`src/rtl/uart_tx_frame_ctrl_pkg.sv`:
```
// Shared select codes, FSM states and parity helper
// for the UART transmit path (also used by the TX mux).
package uart_tx_frame_ctrl_pkg;

  localparam logic [2:0] SEL_IDLE  = 3'b000;
  localparam logic [2:0] SEL_START = 3'b001;
  localparam logic [2:0] SEL_DATA  = 3'b011;
  localparam logic [2:0] SEL_PAR   = 3'b010;
  localparam logic [2:0] SEL_STOP  = 3'b110;

  localparam int MAX_WIDTH = 9;

  typedef enum logic [2:0] {
    ST_IDLE,
    ST_START,
    ST_DATA,
    ST_PARITY,
    ST_STOP
  } state_t;

  // Zero-extension leaves the XOR-reduce unchanged.
  function automatic logic calc_par(
    input logic [MAX_WIDTH-1:0] d,
    input logic                 odd
  );
    return (^d) ^ odd;
  endfunction

endpackage

```
`src/rtl/uart_tx_serializer.sv`:
```
// Payload shift register and bit counter; presents
// one payload bit per shift, LSB first.
module uart_tx_serializer
  import uart_tx_frame_ctrl_pkg::*;
#(
  parameter int DATA_WIDTH = 8
) (
  input  logic                  clk,
  input  logic                  rst_n,
  input  logic                  load,
  input  logic [DATA_WIDTH-1:0] data,
  input  logic                  shift_en,
  input  logic                  advance,
  input  logic                  clear,
  output logic                  ser_data,
  output logic                  ser_done
);

  localparam int CW = $clog2(DATA_WIDTH);

  logic [DATA_WIDTH-1:0] sreg;
  logic [CW-1:0]         cnt;

  // cnt is the index of the bit currently on ser_data.
  always_ff @(posedge clk) begin
    if (!rst_n) begin
      sreg     <= '0;
      cnt      <= '0;
      ser_data <= 1'b0;
    end else if (load) begin
      sreg     <= data;
      cnt      <= '0;
      ser_data <= 1'b0;
    end else if (clear) begin
      cnt      <= '0;
      ser_data <= 1'b0;
    end else if (shift_en) begin
      ser_data <= sreg[0];
      sreg     <= sreg >> 1;
      if (advance) cnt <= cnt + CW'(1);
    end
  end

  assign ser_done = (cnt == CW'(DATA_WIDTH - 1));

endmodule

```
`src/rtl/uart_tx_frame_ctrl.sv`:
```
// UART TX frame sequencer: START, DATA, optional
// PARITY, STOP; drives the TX output mux controls.
module uart_tx_frame_ctrl
  import uart_tx_frame_ctrl_pkg::*;
#(
  parameter int DATA_WIDTH = 8
) (
  input  logic                  CLK,
  input  logic                  RST,
  input  logic [DATA_WIDTH-1:0] P_DATA,
  input  logic                  Data_Valid,
  input  logic                  PAR_EN,
  input  logic                  PAR_TYP,
  output logic [2:0]            mux_sel,
  output logic                  ser_data,
  output logic                  par_bit,
  output logic                  busy
);

  state_t state;
  logic   par_en_q;
  logic   accept;
  logic   ser_done;
  logic   shift_en;
  logic   advance;
  logic   clear;

  assign accept   = (state == ST_IDLE) && Data_Valid;
  assign advance  = (state == ST_DATA) && !ser_done;
  assign clear    = (state == ST_DATA) && ser_done;
  assign shift_en = (state == ST_START) || advance;

  uart_tx_serializer #(
    .DATA_WIDTH (DATA_WIDTH)
  ) u_ser (
    .clk      (CLK),
    .rst_n    (RST),
    .load     (accept),
    .data     (P_DATA),
    .shift_en (shift_en),
    .advance  (advance),
    .clear    (clear),
    .ser_data (ser_data),
    .ser_done (ser_done)
  );

  // Outputs are loaded together with the next state.
  always_ff @(posedge CLK) begin
    if (!RST) begin
      state    <= ST_IDLE;
      mux_sel  <= SEL_IDLE;
      par_bit  <= 1'b0;
      busy     <= 1'b0;
      par_en_q <= 1'b0;
    end else begin
      unique case (state)
        ST_IDLE: begin
          if (Data_Valid) begin
            par_en_q <= PAR_EN;
            par_bit  <= calc_par(
              MAX_WIDTH'(P_DATA), PAR_TYP);
            state    <= ST_START;
            mux_sel  <= SEL_START;
            busy     <= 1'b1;
          end
        end
        ST_START: begin
          state   <= ST_DATA;
          mux_sel <= SEL_DATA;
        end
        ST_DATA: begin
          if (ser_done) begin
            if (par_en_q) begin
              state   <= ST_PARITY;
              mux_sel <= SEL_PAR;
            end else begin
              state   <= ST_STOP;
              mux_sel <= SEL_STOP;
            end
          end
        end
        ST_PARITY: begin
          state   <= ST_STOP;
          mux_sel <= SEL_STOP;
        end
        ST_STOP: begin
          state   <= ST_IDLE;
          mux_sel <= SEL_IDLE;
          busy    <= 1'b0;
        end
        default: begin
          state   <= ST_IDLE;
          mux_sel <= SEL_IDLE;
          busy    <= 1'b0;
        end
      endcase
    end
  end

endmodule
```
`config.mk`:
```
export PLATFORM = sky130hd
export DESIGN_NAME = uart_tx_frame_ctrl
export DESIGN_NICKNAME = d
export VERILOG_FILES = /design/src/rtl/uart_tx_frame_ctrl_pkg.sv /design/src/rtl/uart_tx_serializer.sv /design/src/rtl/uart_tx_frame_ctrl.sv
export SDC_FILE = /design/constraint.sdc
export NUM_CORES = 1
export LEC_CHECK = 0
export CAP_MARGIN = 0
export CORE_MARGIN = 3
export CORE_UTILIZATION = 45
export DETAILED_ROUTE_END_ITERATION = 8
export PLACE_DENSITY = 0.7
export SYNTH_ARGS = -nofsm -noshare
export SYNTH_HDL_FRONTEND = slang
export SYNTH_SLANG_ARGS = --single-unit
```
`constraint.sdc`:
```
create_clock -name CLK -period 2.3 [get_ports CLK]
set_input_delay 0.575 -clock CLK [delete_from_list [all_inputs] [get_ports CLK]]
set_output_delay 0.575 -clock CLK [all_outputs]
set_load 0.1 [all_outputs]
```
==> impl.org <==
** Setup path
- The cell that appears most often on the critical path is ha_1.
- Longest individual stage delay on the worst path :: 0.40 ns
- Critical path fanouts, max :: 15
- The worst setup path is launched from a flop.
- Worst-path cell with the longest stage delay :: or3b_4
- The critical path goes through ha_1 > ha_1 > or3b_4 > a21oi_4 > nand2_1 > o211a_1.
- Source of the worst register-to-register timing path :: u_ser.cnt[0]$_SDFFE_PP0P_
- Minimum setup slack among reg-to-reg paths :: 0.38 ns
- Critical register-to-register path endpoint :: u_ser.sreg[1]$_SDFFE_PN0P_
- Data arrival at the endpoint of the critical path :: 2.14 ns
- Critical path required time :: ~2.5 ns
- The worst register-to-register path has a depth of 6.
- Critical Path Sink Type :: flop
- CP Class :: flop to flop

** Floorplanning
- For this configuration, the core starts out at a cell density of 0.4790.
- After floorplanning, the core was divided into 17 placement rows.
- Area enclosed by the die boundary :: 2998 um2
- Chip Width :: 54.76 um
- Core region area :: between 2000 and 2500 um2
- Number of primary I/O pins :: 19
- From bottom edge to top edge, the die measures roughly 55 um.

** Pwr
- Dividing total power by cell area gives a power density of about 900 nW/um2.
- The worst-case IR drop observed on VDD is 0.6325 mV.
- Leakage :: 0.6153 nW
- PnR Total Power :: 1.140 mW

** Routing
- Routed wire length :: between 2000 and 2500 um
- Final antenna-violating net count :: 0
- Average routed wire per standard cell :: 13.51 um
- Number of optimization iterations in the first detailed-route pass :: 4
- Routed vias :: 812
- After detailed routing, the number of vias per cell comes to 5.273.
- In this run, the number of DRC markers left after iteration 0 of detailed routing was 2.
- DRC :: 0

** Global routing
- Congestion Overflow GR :: 0
- Overall Global Routing Usage :: 0.1625
- Global-route met1 utilization :: 0.2007
- Most used routing layer in global routing :: met2
- In the global route stage, met3 resource usage came out at 0.05995.
- Entering global routing, the biggest net connects 16 pins.
- Met2 Resource Use GR :: 0.2559
- The number of global-route vias before repair came to 751.
- The first global-routing pass estimated 3381 um of wire.
- Number of antenna violations at the first check in global routing :: 0

** Clock tree
- Once the clock tree was built, the setup fixing pass inserted 0 buffers.
- Total of cells resized after clock tree synthesis :: 0
- TritonCTS created 3 clock buffers.
- Number of hold-repair buffers added at the cts stage :: 0
- The clock drives 20 sinks.
- After clock tree synthesis, the clock-pin slew on the worst setup and hold paths is 0.11 ns.
- CTS tree :: yes
- Buffer type at the clock tree root :: clkbuf_4
- Maximum clock insertion buffer count :: 2
- H-tree levels :: 1
- The clock reaches the later pin of the worst-skew pair after 0.31 ns.

** Timing
- Maximum frequency from static timing analysis :: around 520 MHz
- Final-report setup violation count :: 0
- Measured against its own limit, the worst slew margin works out to 0.6868.
- Dividing the final minimum period by the clock period gives 0.8358.
- Final-report max-slew violation count :: 0
- The clock arrives with between 0.008 and 0.009 ns of skew.
- Sum Neg Setup Slack :: 0 ns
- Setup repair after global routing left no endpoint under its margin.
- Worst-Margin Slew :: 0.4692 ns
- The clock period could shrink to 1.922 ns.
- The count of endpoints failing hold in the final timing report was 0.

** Cells and area
- The finished cells cover 1287 um2.
- In the final layout, the share of cells above drive strength 1 is 0.1429.
- Syn-to-layout area delta :: 20.35%
- After filler insertion, the fill cell instance count of the layout stands at 200.
- For this run, the post-layout net count is between 100 and 150.
- The library cell used most frequently in the layout, excluding fill and tap cells, is dfxtp_1.
- ANT cells :: 0
- Most frequent cells in the layout :: 20 x dfxtp_1, 12 x mux2i_1, 12 x nand2_1, 12 x nor2_1, 12 x clkdlybuf4s50_1

** Synth
- Portion of netlist area occupied by mux cells :: 0.1333
- Main combinational cell family by area after synthesis :: simple AND/OR/NAND/NOR gates
- Netlist cell types :: 34
- Simple-gate portion of the synthesized area :: 0.1766
- For this run, the register share of the synthesized area comes to 0.3743.
- Compound-cell area share of the yosys netlist :: 0.1708
- Syn Inst Count :: 108
- Each instance of the synthesized netlist takes up on average a little under 10 um2.
- Synthesis warning total :: 0
- Summed instance area of the synthesized netlist :: around 1100 um2
- FF+latch count, synth :: 20
- Of the total synthesized cell area, the portion taken by XOR and XNOR cells is 0.06199.
- Arithmetic-cell share of the synthesized area counting full adders, half adders and majority gates :: 0.02339
- Post-synthesis net count :: 123

** Flow run
- Max-cap violations in this run came to 0.

** Min path
- End point of the worst hold path :: mux_sel[0]$_SDFFE_PN0P_
- Hold path startpoint :: mux_sel[0]$_SDFFE_PN0P_
- The worst hold path passes through 2 cells.
- The worst hold path belongs to the class flop to flop.

** Placed design
- Final HPWL DP :: 1592 um
- Count of input and output buffers :: 18
- The congestion estimate from routability-driven global placement came to 0.8077.
- In this run the cell area measured after placement is 1265 um2.

** Status
- Outcome :: complete, no violations
## per-stage QoR
| step | utilization | hold slack (ns) | worst slack [ns] | cells |
|---|---|---|---|---|
| 4_1_cts | 0.5765 | 0.4937 | 0.3890 | 154 |
| 2_1_floorplan | - | 0.4557 | 0.5988 | 108 |
| 3_3_place_gp | 0.5664 | 0.4652 | 0.1915 | 151 |
| 3_5_place_dp | 0.5664 | 0.4698 | 0.1727 | 151 |
| 6_report | 0.5765 | 0.4925 | 0.3776 | 154 |
| 5_1_grt | 0.5765 | 0.5097 | 0.2820 | 154 |
## layer usage
metal | wire length [um] | vias to the layer above | part of all wire
met5 | 0 | - | 0
met4 | 31 | 0 | 0.015
met2 | 967 | 17 | 0.46
met1 | 977 | 375 | 0.47
li1 | - | 416 | -
met3 | 105 | 4 | 0.050
## flip-flops by register name (all words and copies together), names as in the netlist
signal	count
u_ser.sreg	8
mux_sel	3
u_ser.cnt	3
state	2
busy	1
par_bit	1
par_en_q	1
u_ser.ser_data	1
## logic make-up (layout without fill, tap and decap cells)
kind of cell               after synthesis  count (layout)
muxes                                   14              14
DFF                                     20              20
buffers and inverters                    9              27
xor gates and xnor gates                 6               6
and+or+nand+nor                         36              36
adders and majority gates                2               2
AOI/OAI and AO/OA                       21              21
## critical path, delay by kind of cell, from the launching register on
family	cells	cell delay [ns]
adder cells (fa/ha/maj)	2	0.44
AND/OR/NAND/NOR	2	0.51
flip-flops	1	0.35
AO/OA/AOI/OAI	2	0.52
## power by group
part           total [mW]  internal, mW  leakage, nW  switching (mW)
logic               0.497         0.206        0.437           0.291
registers           0.472         0.413        0.165          0.0596
clock network       0.171        0.0614       0.0138           0.110
## layout make-up
cell class                 count  area (um2)  share of cell area
clock buffer                   3       22.52             0.01749
sequential                    20       400.4              0.3110
tap                           28       35.03             0.02721
timing repair buffer          21       212.7              0.1652
multi-input combinational     79       605.6              0.4704
inverter                       3       11.26            0.008746
## Yosys cell counts
| library cell | count | share of area |
|---|---|---|
| o21ai_0 | 1 | 0.0047 |
| a2111oi_0 | 1 | 0.0082 |
| nor2_1 | 12 | 0.042 |
| a21boi_0 | 2 | 0.014 |
| buf_4 | 2 | 0.014 |
| o211ai_1 | 1 | 0.0070 |
| and2_1 | 1 | 0.0059 |
| o211a_1 | 8 | 0.075 |
| mux2_2 | 2 | 0.021 |
| nor2b_1 | 2 | 0.012 |
| xor2_1 | 2 | 0.016 |
| nand2b_1 | 2 | 0.012 |
| and2b_1 | 1 | 0.0070 |
| nor4b_4 | 1 | 0.022 |
| a211o_1 | 1 | 0.0082 |
| clkbuf_1 | 1 | 0.0035 |
| nor3b_1 | 1 | 0.0070 |
| buf_6 | 3 | 0.032 |
| mux2i_1 | 12 | 0.11 |
| nand3_1 | 1 | 0.0047 |
| dfxtp_1 | 20 | 0.37 |
| and3_1 | 1 | 0.0059 |
| ha_1 | 2 | 0.023 |
| or3b_4 | 1 | 0.011 |
| a21oi_1 | 3 | 0.014 |
| o2111a_1 | 1 | 0.011 |
| or2_2 | 1 | 0.0059 |
| xnor2_1 | 3 | 0.025 |
| o31ai_1 | 1 | 0.0070 |
| o21bai_1 | 1 | 0.0070 |
| inv_1 | 3 | 0.011 |
| xnor3_1 | 1 | 0.021 |
| a21oi_4 | 1 | 0.015 |
| nand2_1 | 12 | 0.042 |
## worst max path at each step
stage | start | to | slack, ns | cells after the start
finish | u_ser.cnt[0]$_SDFFE_PP0P_ | u_ser.sreg[1]$_SDFFE_PN0P_ | 0.38 | 6
detailed placement | Data_Valid | u_ser.sreg[6]$_SDFFE_PN0P_ | 0.17 | 6
global placement | Data_Valid | u_ser.sreg[0]$_SDFFE_PN0P_ | 0.19 | 6
global route | u_ser.cnt[0]$_SDFFE_PP0P_ | u_ser.sreg[1]$_SDFFE_PN0P_ | 0.28 | 6
floorplan | u_ser.cnt[0]$_SDFFE_PP0P_ | u_ser.sreg[0]$_SDFFE_PN0P_ | 0.60 | 7
CTS | u_ser.cnt[0]$_SDFFE_PP0P_ | u_ser.sreg[1]$_SDFFE_PN0P_ | 0.39 | 6
(Power assumes the default switching activity.)
